File: src/rtl/serial_sub.sv
// serial_sub: bit-serial subtractor with borrow, LSB-first.
// Captures a, b and bin on an accepted start, produces one difference bit
// per clock for W clocks, then presents the parallel difference and the
// final borrow-out together with a one-cycle done pulse.
//
// Ports:
//   clk    - rising-edge clock
//   rst    - synchronous reset, active-high
//   start  - request pulse, accepted when busy=0 (IDLE or DONE)
//   a, b   - minuend / subtrahend, captured on an accepted start
//   bin    - borrow-in, captured on an accepted start
//   busy   - high while shifting
//   sdiff  - current serial difference bit (0 when svalid=0)
//   svalid - qualifies sdiff, high for exactly W cycles per operation
//   done   - one-cycle pulse when diff/bout are updated
//   diff   - a - b - bin mod 2^W, held until the next completion
//   bout   - 1 iff a < b + bin (unsigned)
module serial_sub #(
  parameter int W = 8
) (
  input  logic         clk,
  input  logic         rst,
  input  logic         start,
  input  logic [W-1:0] a,
  input  logic [W-1:0] b,
  input  logic         bin,
  output logic         busy,
  output logic         sdiff,
  output logic         svalid,
  output logic         done,
  output logic [W-1:0] diff,
  output logic         bout
);

  localparam int CW = $clog2(W);
  localparam logic [CW-1:0] LAST = CW'(W - 1);

  typedef enum logic [1:0] {IDLE, SHIFT, DONE} state_t;

  state_t        state, state_n;
  logic [W-1:0]  sa, sa_n;
  logic [W-1:0]  sb, sb_n;
  logic [W-1:0]  res, res_n;
  logic          br, br_n;
  logic [CW-1:0] cnt, cnt_n;
  logic [W-1:0]  diff_n;
  logic          bout_n;
  logic          d;

  always_comb begin
    state_n = state;
    sa_n    = sa;
    sb_n    = sb;
    res_n   = res;
    br_n    = br;
    cnt_n   = cnt;
    diff_n  = diff;
    bout_n  = bout;
    d       = sa[0] ^ sb[0] ^ br;

    case (state)
      IDLE, DONE: begin
        if (start) begin
          sa_n    = a;
          sb_n    = b;
          br_n    = bin;
          cnt_n   = '0;
          state_n = SHIFT;
        end else begin
          state_n = IDLE;
        end
      end
      SHIFT: begin
        br_n  = (~sa[0] & sb[0]) | (~(sa[0] ^ sb[0]) & br);
        sa_n  = {1'b0, sa[W-1:1]};
        sb_n  = {1'b0, sb[W-1:1]};
        res_n = {d, res[W-1:1]};
        cnt_n = cnt + 1'b1;
        if (cnt == LAST) begin
          state_n = DONE;
          // Parallel result is loaded on the edge into DONE so that it is
          // already valid while done is high.
          diff_n  = res_n;
          bout_n  = br_n;
        end
      end
      default: state_n = IDLE;
    endcase
  end

  // Status outputs are registered from the next-state values so they track
  // the state exactly; sdiff is precomputed from the next operand bits so the
  // bit for the current SHIFT cycle is on the output during that cycle.
  always_ff @(posedge clk) begin
    if (rst) begin
      state  <= IDLE;
      sa     <= '0;
      sb     <= '0;
      res    <= '0;
      br     <= 1'b0;
      cnt    <= '0;
      diff   <= '0;
      bout   <= 1'b0;
      busy   <= 1'b0;
      svalid <= 1'b0;
      sdiff  <= 1'b0;
      done   <= 1'b0;
    end else begin
      state  <= state_n;
      sa     <= sa_n;
      sb     <= sb_n;
      res    <= res_n;
      br     <= br_n;
      cnt    <= cnt_n;
      diff   <= diff_n;
      bout   <= bout_n;
      busy   <= (state_n == SHIFT);
      svalid <= (state_n == SHIFT);
      sdiff  <= (state_n == SHIFT) & (sa_n[0] ^ sb_n[0] ^ br_n);
      done   <= (state_n == DONE);
    end
  end

endmodule
File: config.mk
export PLATFORM = sky130hd
export DESIGN_NAME = serial_sub
export DESIGN_NICKNAME = d
export VERILOG_FILES = /design/src/rtl/serial_sub.sv
export SDC_FILE = /design/constraint.sdc
export NUM_CORES = 1
export LEC_CHECK = 0
export CORE_ASPECT_RATIO = 0.7
export CORE_MARGIN = 4
export CORE_UTILIZATION = 30
export DETAILED_ROUTE_END_ITERATION = 7
export DONT_BUFFER_PORTS = 1
export PLACE_DENSITY = 0.52
export SLEW_MARGIN = 10
export SYNTH_ARGS = -nofsm -noshare
export SYNTH_HDL_FRONTEND = slang
export SYNTH_SLANG_ARGS = --single-unit
File: constraint.sdc
create_clock -name clk -period 1.8 [get_ports clk]
set_input_delay 0.36 -clock clk [delete_from_list [all_inputs] [get_ports clk]]
set_output_delay 0.36 -clock clk [all_outputs]
set_load 0.05 [all_outputs]
==> results.md <==
• sb[0] — reg2reg start
• 0.761 — routability congestion estimate from global placement
• 2 — clk buf depth
• sdiff — worst reg2reg path endpoint
• 3320 um — final wirelength
• 50.8% — register area share after synthesis
• 41 — count of state elements after synthesis
• 10.3% — overall track demand over capacity in global routing
• 42 — maximum number of pins on one net before global-route repair
• 0 — number of routed nets with antenna violations
• 600 MHz — timing-limited maximum frequency
• 0.29 ns — clock latency of the later-clocked register in the worst-skew pair
• 0.368 mV — IR drop worst, VDD
• input pin to flip-flop — path category of the worst min-delay check
• sky130_fd_sc_hd__dfxtp_1 — most used flip-flop cell after synthesis
• 0 — count of yosys warnings during synthesis
• 0 — global route overflow
• 2 — number of H-tree levels
• 0.124 ns — final hold slack
• 92.6% — final worst path period share
• 0 — number of cells upsized or downsized after cts
• 0 — Diodes inserted
• 185 — Post-Synthesis Cells
• 0 — EDFF count, synth
• 0.00852 ns — final clock skew
• 10.3% — layout cells sized above 1
• 1,194 — Via Count
• sky130_fd_sc_hd__clkbuf_8 — root buffer cell
• 6640 um^2 — Die Footprint
• 6 — cell depth of the worst flop-to-flop path
• 0% — share of flip-flops with an asynchronous set or reset after synthesis
• 0.000606 uW — P_leak
• 63.2% — Relative slew margins
• 0 — final setup fails
• 41 — number of clock sinks
• 0.13 ns — register-to-register setup slack
• completed — result of the run
• 0 — Fin. Hold Viols
• 2.02 ns — required time at the endpoint of the critical path
• sb[0] — beginning of the critical path
• 1670 um^2 — Area after DPL
• 5230 um^2 — core region area
• sdiff — timing endpoint of the critical path
• 208 — Mapped Nets
• 0 — initial antenna violation count
• 256 — final std cells w/o fill
• 1,064 — via count of the first global-routing pass
• flip-flop — nature of the critical path startpoint
• flip-flop — Worst Setup End Kind
• built — CTS tree
• 33 — count of boundary I/O pins
• 24 — number of different library cells in the post-synthesis netlist
• 8.68% — synth-to-layout area growth
• 8.73 um^2 — post-synthesis area per instance
• no — unrepaired setup endpoints after global routing
• 0.551 ns — transition time at the pin with the least slew margin
• 1020 nW/um^2 — power per cell area
• 0 — number of buffers inserted by hold repair at cts
• 0 — number of remaining DRC errors
• 0 — post-CTS setup-driven buffer insertion count
• 1760 um^2 — Post-Layout Inst Area
• 2280 um — estimated wirelength of the detail-placed design
• 249 — Placed Cells incl. Taps
• flip-flop to flip-flop — critical path type
• 0.08 ns — clock-pin slew on the worst setup and hold paths
• 5 — number of buffers added by the clock tree synthesis step
• 1.89 ns — data arrival time of the critical path
• 33.6% — post-layout utilization of the core
• 93 — number of violations reported at the end of detailed-routing iteration 0
• 0 ns — final sum of negative setup slack
• 207 — number of nets in the layout
• 0 — Max Slew Vio Count
• 30.9% — initial core utilization
• 4.66 — Avg Vias per Cell
• 5380 um — wire length of the first global-routing pass
• 1620 um^2 — Post-Synthesis Cell Area
• 22 — row count
• 13.0 um — average wire length per cell after detail routing
• 2 — worst-path maximum fanout
• 0 — number of violations of the max-capacitance limit
• 1.67 ns — minimum period implied by the final worst setup slack
• 0 — Port Buffer Count
• 4 — number of optimization iterations in the first detailed-route pass
• 95.7 um — Die Wd
• 69.4 um — vertical die dimension
==> metrics by stage <==
| step | power (uW) | setup WS [ns] |
|---|---|---|
| 2_1_floorplan | 1170 | 0.250 |
| 3_3_place_gp | 1190 | 0.200 |
| 3_5_place_dp | 1190 | 0.162 |
| 4_1_cts | 1810 | 0.141 |
| 5_1_grt | 1870 | 0.0616 |
| 6_report | 1780 | 0.134 |
==> final cells by class <==
type,instances,area [um^2]
clock buffers,6,82.6
clock inverters,1,7.51
fillers,574,3470
inverters,2,7.51
multi-input cells,128,702
flip-flops and latches,41,821
well taps,72,90.1
repair buffers,6,45.0
==> placed cells by master (no fill, tap or decap), types with 2 or more instances in the layout <==
cell type and n:
sky130_fd_sc_hd__nor2_1 15, sky130_fd_sc_hd__a21oi_1 29, sky130_fd_sc_hd__dfxtp_1 41, sky130_fd_sc_hd__buf_4 6, sky130_fd_sc_hd__nand2_1 47, sky130_fd_sc_hd__o21ai_0 2
sky130_fd_sc_hd__clkbuf_8 6, sky130_fd_sc_hd__ha_1 2, sky130_fd_sc_hd__mux2i_1 2, sky130_fd_sc_hd__o21ai_2 2, sky130_fd_sc_hd__a22oi_1 16, sky130_fd_sc_hd__nor2b_1 3
sky130_fd_sc_hd__inv_1 2
==> registers in the layout, indices dropped and copies added, names as in the netlist <==
signal	flops
done	1
res	7
br	1
svalid	1
bout	1
state	2
sa	8
diff	8
cnt	3
sdiff	1
sb	8
==> cells by family after synthesis <==
family	after synthesis	share of synthesized area, %
simple gates	70	18.0
compound gates	52	19.8
flops	41	50.8
buf+inv	16	5.89
fa+ha+maj	3	2.79
mux	2	1.24
xor+xnor	1	1.39
==> synthesized netlist by cell type, types with 2 or more instances <==
cell                        n  area [um^2]
sky130_fd_sc_hd__a21oi_1   29          145
sky130_fd_sc_hd__a22oi_1   16          120
sky130_fd_sc_hd__buf_2      4         20.0
sky130_fd_sc_hd__buf_4      2         15.0
sky130_fd_sc_hd__buf_6      3         33.8
sky130_fd_sc_hd__clkbuf_1   5         18.8
sky130_fd_sc_hd__dfxtp_1   41          821
sky130_fd_sc_hd__ha_1       2         25.0
sky130_fd_sc_hd__inv_1      2         7.51
sky130_fd_sc_hd__mux2i_1    2         20.0
sky130_fd_sc_hd__nand2_1   47          176
sky130_fd_sc_hd__nor2_1    15         56.3
sky130_fd_sc_hd__nor2b_1    4         25.0
sky130_fd_sc_hd__o21ai_0    2         10.0
sky130_fd_sc_hd__o21ai_2    2         17.5
==> worst min path at each step <==
stage                     start  endpoint  slack (ns)  depth (start not counted)
final                       rst      bout        0.12                          1
after global routing        rst     sb[0]        0.11                          1
after CTS                   rst      bout        0.11                          1
after detailed placement    rst      bout        0.43                          1
after global placement      rst      bout        0.43                          1
after floorplan             rst     sa[0]        0.43                          1
==> critical path, stage by stage, from the launching register on <==
cell and delay [ns]:
sky130_fd_sc_hd__dfxtp_1 0.33, sky130_fd_sc_hd__inv_1 0.06, sky130_fd_sc_hd__fa_1 0.44, sky130_fd_sc_hd__o211ai_1 0.22, sky130_fd_sc_hd__o21ai_2 0.10, sky130_fd_sc_hd__xnor3_1 0.35
sky130_fd_sc_hd__nor3_2 0.10
==> routing by layer <==
metal / GRT usage, % / wire [um] / vias up
met2: 12.3 / 1320 / 31
li1: - / - / 618
met5: 0 / 0 / -
met1: 15.2 / 1620 / 539
met3: 5.31 / 335 / 6
met4: 3.79 / 45 / 0
==> report_power, final <==
group,internal [uW],switching [uW],total [uW]
clock network,303,311,615
logic,78.3,106,184
registers,947,38.4,986
Note: power is estimated with default switching activity, not from simulation.
